**src/rtl/pi_frame_rx.sv**
```systemverilog
// Framed byte receiver for the Pi GPIO bus: SYNC/LEN/payload/CHK parser
// feeding a show-ahead FIFO whose payload stays hidden until the checksum commits.
module pi_frame_rx #(
    parameter int         DEPTH   = 32,
    parameter int         MAX_LEN = 16,
    parameter logic [7:0] SYNC    = 8'hA5,
    parameter int         TIMEOUT = 1024
) (
    input  logic                     pi_clk,
    input  logic                     rst_n,
    input  logic [7:0]               gpio_data,
    input  logic                     gpio_valid,
    output logic [7:0]               out_data,
    output logic                     out_valid,
    input  logic                     out_ready,
    output logic [$clog2(DEPTH):0]   level,
    output logic                     frame_ok,
    output logic                     frame_err,
    output logic [1:0]               err_cause,
    output logic                     busy
);

    localparam int AW = $clog2(DEPTH);
    localparam int TW = $clog2(TIMEOUT + 1);

    typedef enum logic [2:0] {
        IDLE,
        GETLEN,
        PAYLOAD,
        GETCHK,
        DISCARD
    } state_t;

    state_t        state;
    logic [AW:0]   wr_ptr;
    logic [AW:0]   cm_ptr;
    logic [AW:0]   rd_ptr;
    logic [7:0]    chk;
    logic [8:0]    cnt;
    logic [TW-1:0] idle;
    logic [7:0]    mem [DEPTH];

    logic          pop;
    logic [AW:0]   free;
    logic          len_bad;
    logic          len_ovf;

    // Only committed bytes count toward level; speculative ones sit past cm_ptr.
    assign level     = cm_ptr - rd_ptr;
    assign out_valid = (level != '0);
    assign out_data  = out_valid ? mem[rd_ptr[AW-1:0]] : 8'h00;
    assign pop       = out_valid & out_ready;
    assign busy      = (state != IDLE);
    assign free      = (AW+1)'(DEPTH) - level;
    assign len_bad   = (gpio_data == 8'd0) || (gpio_data > 8'(MAX_LEN));
    assign len_ovf   = 32'(gpio_data) > 32'(free);

    always_ff @(posedge pi_clk) begin
        if (!rst_n && state == PAYLOAD && gpio_valid)
            mem[wr_ptr[AW-1:0]] <= gpio_data;
    end

    always_ff @(posedge pi_clk or posedge rst_n) begin
        if (rst_n) begin
            state     <= IDLE;
            wr_ptr    <= '0;
            cm_ptr    <= '0;
            rd_ptr    <= '0;
            chk       <= '0;
            cnt       <= '0;
            idle      <= '0;
            frame_ok  <= 1'b0;
            frame_err <= 1'b0;
            err_cause <= 2'd0;
        end else begin
            frame_ok  <= 1'b0;
            frame_err <= 1'b0;
            if (pop)
                rd_ptr <= rd_ptr + 1'b1;
            if (gpio_valid) begin
                idle <= '0;
                unique case (state)
                    IDLE: begin
                        if (gpio_data == SYNC)
                            state <= GETLEN;
                    end
                    GETLEN: begin
                        chk <= gpio_data;
                        cnt <= {1'b0, gpio_data};
                        if (len_bad) begin
                            frame_err <= 1'b1;
                            err_cause <= 2'd1;
                            state     <= IDLE;
                        end else if (len_ovf) begin
                            frame_err <= 1'b1;
                            err_cause <= 2'd2;
                            cnt       <= {1'b0, gpio_data} + 9'd1;
                            state     <= DISCARD;
                        end else begin
                            state <= PAYLOAD;
                        end
                    end
                    PAYLOAD: begin
                        wr_ptr <= wr_ptr + 1'b1;
                        chk    <= chk ^ gpio_data;
                        cnt    <= cnt - 9'd1;
                        if (cnt == 9'd1)
                            state <= GETCHK;
                    end
                    GETCHK: begin
                        if (gpio_data == chk) begin
                            cm_ptr   <= wr_ptr;
                            frame_ok <= 1'b1;
                        end else begin
                            wr_ptr    <= cm_ptr;
                            frame_err <= 1'b1;
                            err_cause <= 2'd0;
                        end
                        state <= IDLE;
                    end
                    DISCARD: begin
                        cnt <= cnt - 9'd1;
                        if (cnt == 9'd1)
                            state <= IDLE;
                    end
                    default: state <= IDLE;
                endcase
            end else if (state != IDLE) begin
                if (idle == TW'(TIMEOUT - 1)) begin
                    wr_ptr    <= cm_ptr;
                    frame_err <= 1'b1;
                    err_cause <= 2'd3;
                    idle      <= '0;
                    state     <= IDLE;
                end else begin
                    idle <= idle + 1'b1;
                end
            end
        end
    end

endmodule

```
**config.mk**
```make
export PLATFORM = sky130hd
export DESIGN_NAME = pi_frame_rx
export DESIGN_NICKNAME = d
export VERILOG_FILES = /design/src/rtl/pi_frame_rx.sv
export SDC_FILE = /design/constraint.sdc
export NUM_CORES = 1
export LEC_CHECK = 0
export CORE_MARGIN = 2
export CORE_UTILIZATION = 30
export CTS_BUF_LIST = sky130_fd_sc_hd__clkbuf_8
export DETAILED_ROUTE_END_ITERATION = 8
export GPL_TIMING_DRIVEN = 0
export PLACE_DENSITY = 0.44
export SYNTH_ARGS = -nofsm -noshare
export SYNTH_HDL_FRONTEND = slang
export SYNTH_SLANG_ARGS = --single-unit
```
**constraint.sdc**
```tcl
create_clock -name pi_clk -period 3.65 [get_ports pi_clk]
set_clock_uncertainty 0.15 [all_clocks]
set_input_delay 0.5475 -clock pi_clk [delete_from_list [all_inputs] [get_ports pi_clk]]
set_output_delay 0.5475 -clock pi_clk [all_outputs]
set_load 0.05 [all_outputs]
```
# Word level (Yosys, flattened, before mapping)

Memories as Yosys holds them, arrays and structs flattened.
Index checks and enable logic that the tools add are counted.

Bits in read-only memories: 0
Memories: 1
RAM bits: 256
Input bits: 12
Bits in registers: 53
Word-level logic and storage cells: 97
Bits in latches: 0

Equal/unequal tests: 15
$lt $le $gt $ge: 2
Bitwise gates (word level): 2
Add/subtract/negate cells: 7
Multiply operators: 0
Divide/modulo/power cells: 0
Reduce and logical (&&, ||, !) cells: 19
Shifts and indexed selects: 0
Muxes and demuxes: 41

Memory list:

| memory | depth | bits a word | read ports | clocked after memory_dff | wr ports | line | source |
|---|---|---|---|---|---|---|---|
| mem    | 32    | 8           | 1          | 0                        | 1        | 41   | `logic [7:0] mem [DEPTH];` |

Operators with widths:

| cell                                                                  | count |
|---|---|
| 11-bit 2-to-1 mux                                                     | 3 |
| 3-bit 2-to-1 mux                                                      | 8 |
| 6-bit 2-to-1 mux                                                      | 4 |
| 9-bit 2-to-1 mux                                                      | 2 |
| 9-bit case mux with 2 select lines                                    | 1 |
| 8-bit case mux with 2 select lines                                    | 1 |
| 6-bit by 1-bit adder with 6-bit output (second input constant)        | 2 |
| 2-bit 2-to-1 mux                                                      | 6 |
| 3-bit case mux with 4 select lines                                    | 1 |
| 6-bit case mux with 2 select lines                                    | 1 |
| 11-bit by 1-bit adder with 11-bit output (second input constant)      | 1 |
| 11-bit by 10-bit == test with 1-bit output (second input constant)    | 1 |
| 1-bit 2-to-1 mux                                                      | 11 |
| 5-bit AND reduction                                                   | 2 |
| 8-bit by 1-bit adder with 9-bit output (second input constant)        | 1 |
| 9-bit by 1-bit == test with 1-bit output (second input constant)      | 1 |
| 3-bit != test (second input constant)                                 | 3 |
| 9-bit by 1-bit subtractor with 9-bit output (second input constant)   | 1 |
| 8-bit == test                                                         | 1 |
| 8-bit == test (second input constant)                                 | 1 |
| 8-bit by 5-bit > comparator with 1-bit output (second input constant) | 1 |
| 8-bit by 6-bit > comparator with 1-bit output                         | 1 |
| 8-bit zero test                                                       | 1 |
| 8-bit 2-to-1 mux                                                      | 1 |
| 22 further kinds                                                      | 30 |

# Depth between registers and ports, before layout

Gate-level depths: netlist of the first run.

Word-level depth: 7
Depth in mapped cells: 16

# Worst setup path before layout of the first run

Ideal clock, no wire load.

Path type: register to register
Start: register rd_ptr[1]
End: register cnt[2]
Cell stages (with the launch flop): 17
Slack: -954 ps
Required time: 3,396 ps
Arrival time: 4,350 ps
Buffers on the path: 2
Path through: dfrtp_1 buf_2 buf_1 inv_1 ha_1 nor2b_1 o22ai_1 xnor2_1 nor3_1 xnor2_1 ha_1 nand2_1 nor3_1 mux2i_1 nand3_2 or4_1 o311ai_1

Longest elaborated chain between the ends: 6

Ends and longest elaborated chain:

| item                                          | line | source |
|---|---|---|
| from (decl)                                   | 37   | `logic [AW:0] rd_ptr;` |
| from (signal assigned)                        | 79   | `rd_ptr <= rd_ptr + 1'b1;` |
| 6-bit subtractor                              | 49   | `assign level = cm_ptr - rd_ptr;` |
| named net level[3]                            | 16   | `output logic [$clog2(DEPTH):0] level,` |
| 6-bit subtractor                              | 54   | `assign free = (AW+1)'(DEPTH) - level;` |
| 8-bit by 6-bit > comparator with 1-bit output | 56   | `assign len_ovf = 32'(gpio_data) > 32'(free);` |
| 9-bit 2-to-1 mux                              | 94   | `end else if (len_ovf) begin` |
| 9-bit 2-to-1 mux                              | 90   | `if (len_bad) begin` |
| 9-bit case mux with 2 select lines            | 82   | `unique case (state)` |
| to (signal assigned)                          | 89   | `cnt <= {1'b0, gpio_data};` |
| to (signal assigned)                          | 97   | `cnt <= {1'b0, gpio_data} + 9'd1;` |
| to (signal assigned)                          | 106  | `cnt <= cnt - 9'd1;` |
| to (decl)                                     | 39   | `logic [8:0] cnt;` |

The timed path passes the listed nets, and every way through them passes these cells.
A chain may end at the register's enable or synchronous reset.

# Final worst setup path of the first run

Start: register rd_ptr[1]
End: register cnt[2]

Longest elaborated chain between the ends: 6

Ends and longest elaborated chain:

| item                                          | line |
|---|---|
| 6-bit subtractor                              | 49 |
| 6-bit subtractor                              | 54 |
| 8-bit by 6-bit > comparator with 1-bit output | 56 |
| 9-bit 2-to-1 mux                              | 94 |
| 9-bit 2-to-1 mux                              | 90 |
| 9-bit case mux with 2 select lines            | 82 |

Every way passes these cells.

==> impl_results.md, run 1 <==
- Worst EP arrival: between 4 and 5 ns
- Crit path top cell by count: buf_12
- Fill cell count: 4,315
- Pin count of the biggest net entering global routing: 40
- Post-synthesis register bit count: around 310
- Sw frac: 0.363
- CTS root buf: clkbuf_8
- P_int: between 7 and 8 mW
- Dpl hpwl: about 22,000 um
- Synth Instances: approximately 850
- Seq. cell area: approximately 9000 um^2
- Combinational Power Share: 0.427
- Number of hold violations in the final report: 0
- RSZ-0062 raised after global routing: true
- CP startpoint kind: flip-flop
- Status: complete, but fails checks
- Failing checks: setup timing
- First-pass GRT wire length: roughly 53,000 um
- Slew headroom: 0.143
- Synth warn: 0
- # diodes: 0
- Clock sinks: between 300 and 400
- Syn_nets: between 800 and 900
- Clock-pin slew on the worst setup and hold paths: ~0.060 ns
- Vias in the first global route: around 8,200
- Die X: 217 um
- Fin crit share: 1.03
- Netlist cell types: between 60 and 70
- Crit end category: flip-flop
- Post-synthesis sequential area ratio: 0.659
- Worst slew pin tran: 1.28 ns
- Largest stage delay on the critical path: around 0.5 ns
- Area of the core: between 40,000 and 50,000 um^2
- Avg WL per Cell: about 22 um
- Maximum vdd drop: 976 uV
- Cell chain of the critical path: buf_12 > buf_12 > inv_4 > ha_4 > nor2b_4 > o221ai_2 > a21o_1 > or2_4 > xnor2_2 > ha_1 > nand2_1 > nor3_2 > mux2i_2 > nand3_2 > or4_4 > o311ai_2
- Number of I/O port buffers: 31
- Clock power share: 0.240
- Leading post-synthesis cells by cell area: edfxtp_1 (56%), mux4_2 (13%), dfrtp_1 (9.7%), ha_1 (2.1%), nor2_1 (2.0%)
- Avg Cell Area, Syn: 16.0 um^2
- Layout cells sized above 1: 0.285
- Post-DRT Antenna Nets: 0
- Grt total ovfl: 0
- Switch Pwr: ~4.5 mW
- Antenna violations before repair: 0
- CTS tree: done
- Cell Pwr Density: ~760 nW/um^2
- Period minus WS final: 3.75 ns
- Final setup margin: -0.103 ns
- WHS: ~0.22 ns
- Critical path's slowest cell: or4_4
- Die Ht: around 220 um
- Number of synthesized flops with an enable pin: 256
- Clock Latency Late Sink: approximately 0.64 ns
- Synth async-reset ratio: 0.172
- Initial Utilization: 0.303
- Most frequent cell after synthesis: edfxtp_1
- Htree depth: 2
- Synth top cells by count: edfxtp_1 (256), mux4_2 (80), nor2_1 (73), dfrtp_1 (53), nand2_1 (51)
- Area leader, netlist: edfxtp_1
- # DRC: 0
- # hold bufs at CTS: 0
- Max-cap violations: 0
- Synthesized cell area: between 10,000 and 15,000 um^2
- Crit path required time: approximately 4 ns
- Area of the multi-input gates: between 4000 and 5000 um^2
- CTS Buffer Depth: 3
- Worst-path fanout max: 3
- Boundary Pins: 32
- Rows: 78
- Primary FF master, synth: edfxtp_1
- Number of setup violations in the final report: 15
- Setup_tns: -0.564 ns
- Final Wtd Congestion: roughly 0.77
- Synthesis-to-finish area growth: 20.6%
- WS Path Type: reg2reg
- Final WL: ~35,000 um
- Placed cell areas: 14,800 um^2
- Post-synth top area share: 0.562
- FMAX: between 0.2 and 0.3 GHz
- Initial DRC count: a little over 600
- Die area: roughly 47,000 um^2
- Seq pwr share: 0.334
- Number of CTS-inserted buffers: 52
- Vias/cell: 4.86
- Final instance area: approximately 16,000 um^2
- P_leak: 5.58 nW
- Gr usage total: 0.152
- Nets: roughly 1,000
- Drt first pass iters: 5
- DR vias: a little under 8,000
- Final Max Tran Viols: 0
- Min-Delay Path Class: in2async
==> cell families (layout without fill, tap and decap cells) <==
family                   count (synthesis)  after routing  share of synthesized area
AND/OR/NAND/NOR                        215            215                     0.0788
AO/OA/AOI/OAI                          116            116                     0.0546
flip-flops                             309            309                      0.659
adder cells (fa/ha/maj)                 24             24                     0.0225
buffers and inverters                   65            222                     0.0229
multiplexers                            90             90                      0.140
XOR/XNOR                                33             33                     0.0222
==> power by group through the flow <==
stage	Sequential (mW)	Clock, mW	Combinational (mW)
final	4.16	2.99	5.32
after global routing	4.18	3.25	5.73
after CTS	4.15	3.10	5.20
after detailed placement	4.23	0	4.65
after global placement	4.24	0	4.65
after floorplan	4.22	0	3.28
==> worst paths after layout <==
check	start	endpoint	slack [ns]	cells past startpoint
worst max-delay path	rd_ptr[1]	cnt[2]	-0.10	16
worst min-delay path	rst_n	state[2]	0.22	2
worst max register to register	rd_ptr[1]	cnt[2]	-0.10	16
worst min register to register	cnt[8]	cnt[8]	0.33	1
max in group asynchronous	rst_n	frame_ok	2.58	3
min in group pi_clk	cnt[8]	cnt[8]	0.33	1
==> worst max-delay path: cells and delay by family, from the launching register on <==
kind                     cells  cell delay [ns]
multiplexers                 1             0.34
AO/OA/AOI/OAI                3             0.43
XOR/XNOR                     1             0.14
AND/OR/NAND/NOR              6             1.32
buffers and inverters        3             0.25
flip-flops                   1             0.43
adder cells (fa/ha/maj)      2             0.55
==> layout by cell type, fill, tap and decap left out, drive strengths merged, types with 21 or more instances in the layout <==
cell	instances
edfxtp	256
o21ai	29
nor2	73
dfrtp	53
inv	49
a21oi	40
clkbuf	75
xnor2	21
mux4	80
nand2	51
ha	23
buf	70
==> routing by layer <==
layer,vias to the layer above,track usage,routed length (um)
met4,0,0.0384,548
met2,154,0.232,15900
li1,3589,-,-
met5,-,0,0
met3,43,0.0351,1620
met1,4036,0.219,16800
==> timing repair <==
action,in CTS,in global routing
pin swaps,19,19
resized for setup,130,37
setup endpoints to repair,23,276
cloned,1,0
buffers inserted,24,7
==> flip-flops by register name, summed over array words and instances (netlist names) <==
signal / cells
frame_err: 1
rd_ptr: 6
wr_ptr: 6
mem: 256
state: 3
cm_ptr: 6
err_cause: 2
cnt: 9
frame_ok: 1
idle: 11
chk: 8
==> cell type report <==
| class | count | share of cell area |
|---|---|---|
| sequential | 309 | 0.547 |
| multi-input combinational | 478 | 0.285 |
| clock buffer | 56 | 0.0467 |
| tap | 600 | 0.0455 |
| timing repair buffer | 62 | 0.0342 |
| buffer | 41 | 0.0210 |
| clock inverter | 40 | 0.0141 |
| inverter | 23 | 0.00615 |
==> stage by stage <==
stage / util / setup slack [ns] / cells / total power [mW]
2_1_floorplan: - / -0.0624 / 852 / 7.50
3_3_place_gp: 0.329 / -1.21 / 1483 / 8.89
3_5_place_dp: 0.329 / -0.619 / 1484 / 8.88
4_1_cts: 0.361 / -0.199 / 1604 / 12.5
5_1_grt: 0.365 / -0.250 / 1609 / 13.2
6_report: 0.365 / -0.103 / 1609 / 12.5
Note: power is estimated with default switching activity, not from simulation.
==> inputs of run 2 (changes only) <==
CORE_ASPECT_RATIO = 1.75   (was default)
CORE_MARGIN = 10   (was 2)
CORE_UTILIZATION = 45   (was 30)
PLACE_DENSITY = 0.61   (was 0.44)
==> impl_results.md, run 2 (synthesis gave the netlist of run 1 again) <==
- # diodes: 0 (unchanged)
- Combinational Power Share: 0.440 (was 0.427)
- Maximum vdd drop: 958 uV (was 976 uV)
- Number of I/O port buffers: 31 (unchanged)
- Initial DRC count: 405 (was 615)
- CTS tree: done (unchanged)
- Gr usage total: 0.165 (was 0.152)
- Sw frac: 0.363 (about the same)
- Clock sinks: 309 (unchanged)
- Pin count of the biggest net entering global routing: 40 (unchanged)
- P_int: 7.52 mW (was 7.95 mW)
- Period minus WS final: 3.74 ns (was 3.75 ns)
- Clock Latency Late Sink: 0.57 ns (was 0.64 ns)
- Boundary Pins: 32 (unchanged)
- Reg2Reg Capture Point: err_cause[1] (was cnt[2])
- Crit end category: flip-flop (unchanged)
- Max reg flops: 256 (unchanged)
- Status: complete, but fails checks (unchanged)
- Slew headroom: 0.107 (was 0.143)
- Antenna violations before repair: 1 (was 0)
- WS Path Type: reg2reg (unchanged)
- Die area: 38,000 um^2 (was 47,300 um^2)
- Avg WL per Cell: 22.4 um (was 21.6 um)
- Worst EP arrival: 4.04 ns (was 4.09 ns)
- Min-Delay Path Class: in2async (unchanged)
- CTS root buf: clkbuf_8 (unchanged)
- Clock power share: 0.207 (was 0.240)
- RR Startpoint: rd_ptr[1] (unchanged)
- Area of the core: 30,100 um^2 (was 45,200 um^2)
- First-pass GRT wire length: 47,900 um (was 52,900 um)
- Grt total ovfl: 0 (unchanged)
- Clock-pin slew on the worst setup and hold paths: 0.06 ns (about the same)
- FMAX: 0.267 GHz (was 0.266 GHz)
- # DRC: 0 (unchanged)
- RSZ-0062 raised after global routing: true (unchanged)
- Seq. cell area: 9020 um^2 (unchanged)
- DR vias: 7,675 (was 7,822)
- Initial Utilization: 0.455 (was 0.303)
- Post-DRT Antenna Nets: 0 (unchanged)
- Worst-path fanout max: 3 (unchanged)
- Final WL: 30,800 um (was 34,800 um)
- Vias in the first global route: 8,135 (was 8,244)
- Fill cell count: 2,530 (was 4,315)
- Reg-to-reg slack, setup: -0.09 ns (was -0.10 ns)
- WHS: 0.203 ns (was 0.218 ns)
- Die X: 152 um (was 217 um)
- Drt first pass iters: 5 (unchanged)
- P_leak: 5.39 nW (was 5.58 nW)
- Commonest non-fill, non-tap cells in the layout: edfxtp_1 (256), mux4_2 (80), nor2_1 (70), dfrtp_1 (50), nand2_1 (49) (was edfxtp_1 (256), mux4_2 (80), nor2_1 (70), clkbuf_8 (57), dfrtp_1 (50))
- Nets: 992 (was 1,003)
- Dpl hpwl: 21,300 um (was 22,100 um)
- Layout cells sized above 1: 0.268 (was 0.285)
- Rows: 84 (was 78)
- Max-cap violations: 0 (unchanged)
- Worst r2r path cells: 17 (was 16)
- CTS Buffer Depth: 3 (unchanged)
- Synthesis-to-finish area growth: 16.4% (was 20.6%)
- Number of CTS-inserted buffers: 43 (was 52)
- Final Max Tran Viols: 0 (unchanged)
- Worst slew pin tran: 1.33 ns (was 1.28 ns)
- Htree depth: 2 (unchanged)
- Fin crit share: 1.03 (about the same)
- Crit path required time: 3.95 ns (was 3.99 ns)
- Seq pwr share: 0.353 (was 0.334)
- Most common cell after layout, fill and taps aside: edfxtp_1 (unchanged)
- Total chip power: 11.8 mW (was 12.5 mW)
- CP startpoint kind: flip-flop (unchanged)
- Vias/cell: 5.59 (was 4.86)
- Area of the multi-input gates: 4680 um^2 (was 4710 um^2)
- Switch Pwr: 4.28 mW (was 4.52 mW)
- Final Wtd Congestion: 0.847 (was 0.767)
- Cell Pwr Density: 741 nW/um^2 (was 756 nW/um^2)
- Number of setup violations in the final report: 13 (was 15)
- Number of hold violations in the final report: 0 (unchanged)
- Failing checks: setup timing (unchanged)
- Final setup margin: -0.0924 ns (was -0.103 ns)
- Die Ht: 251 um (was 217 um)
run 2: cell count changes in the layout (fill, tap and decap cells not counted), moves of 3 or more:
| cell | delta |
|---|---|
| clkdlybuf4s50_1 | +4 |
| clkinv_2 | +3 |
| buf_4 | -3 |
| buf_12 | -5 |
| nand2_2 | -3 |
| inv_1 | -12 |
| buf_8 | +6 |
| clkbuf_8 | -12 |
run 2: final cells by class:
class | count | area share
sequential | 309 | 0.566
tap | 387 | 0.0304
buffer | 41 | 0.0202
clock inverter | 32 | 0.0101
timing repair buffer | 60 | 0.0353
clock buffer | 44 | 0.0380
multi-input combinational | 478 | 0.294
inverter | 23 | 0.00589
run 2: worst max-delay path by stage:
stage               depth (start not counted)            to  slack [ns]          from
CTS                                        10   out_data[0]       -0.18     rd_ptr[0]
finish                                     17  err_cause[1]       -0.09     rd_ptr[1]
global placement                            9        cnt[2]       -0.97  gpio_data[1]
floorplan                                  14        cnt[2]       -0.06     rd_ptr[0]
global route                               16        cnt[1]       -0.21     rd_ptr[0]
detailed placement                          9        cnt[2]       -1.02  gpio_data[0]
run 2: per-stage QoR:
stage	setup WS, ns	setup TNS [ns]	util	instances	instance area [um^2]
after global routing	-0.209	-2.15	0.530	1374	15900
final	-0.0924	-0.378	0.530	1374	15900
after global placement	-0.972	-89.40	0.485	1270	14600
after CTS	-0.185	-1.50	0.525	1370	15800
after detailed placement	-1.02	-90.82	0.486	1271	14600
after floorplan	-0.0624	-0.124	-	852	13800
run 2: layer usage:
layer / wire length (um) / global-route usage / share of wire / up-vias
met2: 17400 / 0.304 / 0.56 / 166
met1: 11200 / 0.178 / 0.36 / 3893
met4: 1190 / 0.0694 / 0.039 / 2
met5: 13 / 0 / 0.00042 / -
li1: - / - / - / 3550
met3: 1030 / 0.0265 / 0.033 / 64
run 2: power by group through the flow:
stage	registers [mW]	logic, mW	clock network [mW]
floorplan	4.22	3.28	0
global placement	4.23	4.53	0
detailed placement	4.24	4.57	0
CTS	4.16	5.01	2.51
global route	4.18	5.52	2.66
finish	4.16	5.20	2.44
run 2: worst max-delay path, stage by stage (launching register included):
cell,delay (ns)
dfrtp_2,0.40
buf_8,0.11
buf_8,0.09
inv_2,0.03
ha_1,0.27
nor2b_4,0.19
o221ai_2,0.14
a21o_1,0.21
or2_4,0.25
xnor2_2,0.15
ha_1,0.30
buf_6,0.13
a2111oi_4,0.39
mux2i_2,0.11
buf_4,0.17
nand2_4,0.10
a31oi_4,0.11
mux2_4,0.32
run 2: timing repair:
action                                  in CTS  in global routing
hold buffers                                 0                  0
cloned                                       1                  0
gates resized for setup                    114                 36
endpoints found under the setup margin      22                 34
buffers inserted                            23                  4
pin swaps                                   11                 17
==> inputs of run 3 (changes only) <==
CTS_CLUSTER_DIAMETER = 30   (was default)
==> impl_results.md, run 3 (synthesis gave the netlist of run 1 again) <==
- Failing checks: setup timing (unchanged)
- Avg WL per Cell: 22.4 um (about the same)
- Fill cell count: 2,507 (was 2,530)
- Number of hold violations in the final report: 0 (unchanged)
- CTS tree: done (unchanged)
- Clock-pin slew on the worst setup and hold paths: 0.06 ns (about the same)
- Number of CTS-inserted buffers: 45 (was 43)
- Drt first pass iters: 7 (was 5)
- Commonest non-fill, non-tap cells in the layout: edfxtp_1 (256), mux4_2 (80), nor2_1 (71), nand2_1 (50), dfrtp_1 (50) (was edfxtp_1 (256), mux4_2 (80), nor2_1 (70), dfrtp_1 (50), nand2_1 (49))
- Worst-path fanout max: 5 (was 3)
- CP bufs+invs: 1 (was 5)
- Clock Latency Late Sink: 0.58 ns (was 0.57 ns)
- Number of setup violations in the final report: 14 (was 13)
- Dpl hpwl: 21,300 um (unchanged)
- Min-Delay Path Class: in2async (unchanged)
- Period minus WS final: 3.74 ns (about the same)
- Met3 wire len: 1200 um (was 1030 um)
- Synthesis-to-finish area growth: 16.9% (was 16.4%)
- WS Path Type: reg2reg (unchanged)
- Status: complete, but fails checks (unchanged)
- Worst slew pin tran: 1.30 ns (was 1.33 ns)
- Rows: 84 (unchanged)
- Number of I/O port buffers: 31 (unchanged)
- Antenna violations before repair: 1 (unchanged)
- Final setup margin: -0.0927 ns (was -0.0924 ns)
- CTS root buf: clkbuf_8 (unchanged)
- Critical path's slowest cell: fa_2 (was dfrtp_2)
- Pre-CTS setup slack: -1.02 ns (unchanged)
- WHS: 0.183 ns (was 0.203 ns)
- Slew headroom: 0.133 (was 0.107)
- Crit path max-delay family: adder cells (was compound AO/OA/AOI/OAI gates)
- Largest stage delay on the critical path: 0.58 ns (was 0.40 ns)
- Initial DRC count: 446 (was 405)
- Top sig layer: met5 (unchanged)
- Post-DRT Antenna Nets: 0 (unchanged)
- Final Max Tran Viols: 0 (unchanged)
- CTS Buffer Depth: 3 (unchanged)
- # diodes: 0 (unchanged)
- CP startpoint kind: flip-flop (unchanged)
- First-pass GRT wire length: 48,000 um (was 47,900 um)
- Nets: 993 (was 992)
- Gr usage total: 0.165 (about the same)
- Layout cells sized above 1: 0.270 (was 0.268)
- Final WL: 30,800 um (about the same)
- Die area: 38,000 um^2 (unchanged)
- Most common cell after layout, fill and taps aside: edfxtp_1 (unchanged)
- Htree depth: 2 (unchanged)
- Boundary Pins: 32 (unchanged)
- Die X: 152 um (unchanged)
- RSZ-0062 raised after global routing: true (unchanged)
- Total chip power: 12.0 mW (was 11.8 mW)
- Reg-to-reg slack, setup: -0.09 ns (about the same)
- Core Util, Final: 0.532 (was 0.530)
- Area of the core: 30,100 um^2 (unchanged)
- Wl on met1: 11,000 um (was 11,200 um)
- Crit end category: flip-flop (unchanged)
- DR vias: 7,695 (was 7,675)
- Crit. path cell count: 14 (was 17)
- Pin count of the biggest net entering global routing: 40 (unchanged)
- Crit path top cell by count: ha_4
- P_leak: 5.41 nW (was 5.39 nW)
- Cell chain of the critical path: ha_4 > fa_2 > ha_4 > nand3b_1 > mux2_4 > xnor2_1 > ha_1 > nand2_1 > nor3_2 > mux2i_2 > buf_4 > nand3_4 > or4_1 > o311ai_2 (was buf_8 > buf_8 > inv_2 > ha_1 > nor2b_4 > o221ai_2 > a21o_1 > or2_4 > xnor2_2 > ha_1 > buf_6 > a2111oi_4 > mux2i_2 > buf_4 > nand2_4 > a31oi_4 > mux2_4)
- Max reg flops: 256 (unchanged)
- Clock sinks: 309 (unchanged)
- Worst EP arrival: 4.07 ns (was 4.04 ns)
- Vias/cell: 5.60 (was 5.59)
- Initial Utilization: 0.455 (unchanged)
- Max-cap violations: 0 (unchanged)
- Die Ht: 251 um (unchanged)
- Cell Pwr Density: 751 nW/um^2 (was 741 nW/um^2)
- Final Wtd Congestion: 0.847 (unchanged)
- Crit path required time: 3.97 ns (was 3.95 ns)
- # DRC: 0 (unchanged)
- Worst r2r path cells: 14 (was 17)
- FMAX: 0.267 GHz (about the same)
- Fin crit share: 1.03 (about the same)
- Met2 Wirelength: 17,400 um (about the same)
- Vias in the first global route: 8,117 (was 8,135)
- Maximum vdd drop: 1020 uV (was 958 uV)
- Grt total ovfl: 0 (unchanged)
==> run 3: worst paths after layout <==
path | end | start
min in group pi_clk | cnt[8] | cnt[8]
max in group asynchronous | rd_ptr[0] | rst_n
max reg2reg | cnt[2] | rd_ptr[0]
max | cnt[2] | rd_ptr[0]
min | idle[10] | rst_n
min reg2reg | cnt[8] | cnt[8]
==> run 3: metal layers <==
layer  global-route usage  vias up
met5                    0        -
met4               0.0686        2
met3               0.0264       62
met2                0.306      189
met1                0.179     3888
li1                     -     3554
==> run 3: timing repair <==
action                                  4_1_cts  5_1_grt
buffers inserted                             22        5
pin swaps                                    11       18
gates cloned                                  1        0
gates resized for setup                     102       45
endpoints found under the setup margin       23       27
hold buffers                                  0        0
==> run 3: worst register-to-register path, cell delays in order (launching register included) <==
cell      delay, ns
dfrtp_2        0.45
ha_4           0.18
fa_2           0.58
ha_4           0.15
nand3b_1       0.08
mux2_4         0.30
xnor2_1        0.14
ha_1           0.27
nand2_1        0.06
nor3_2         0.14
mux2i_2        0.22
buf_4          0.17
nand3_4        0.12
or4_1          0.53
o311ai_2       0.11
==> run 3: final cells by class <==
class | count | area [um^2] | share of cell area
Sequential cell | 309 | 9020 | 0.564
Buffer | 40 | 305 | 0.0191
Multi-Input combinational cell | 478 | 4660 | 0.292
Inverter | 23 | 93.8 | 0.00587
Tap cell | 387 | 484 | 0.0303
Clock inverter | 32 | 228 | 0.0142
Timing Repair Buffer | 60 | 576 | 0.0360
Clock buffer | 45 | 619 | 0.0387
==> run 3: through the flow <==
| step | std cells | setup TNS, ns | area, um^2 |
|---|---|---|---|
| finish | 1374 | -0.559 | 16000 |
| global route | 1374 | -2.29 | 16000 |
| CTS | 1370 | -1.59 | 15800 |
| detailed placement | 1271 | -90.82 | 14600 |
| global placement | 1270 | -89.40 | 14600 |
| floorplan | 852 | -0.124 | 13800 |
==> run 3: power by group <==
group	switching (mW)	internal [mW]	total, mW
sequential	0.181	3.98	4.16
combinational	2.85	2.34	5.18
clock	1.29	1.37	2.66
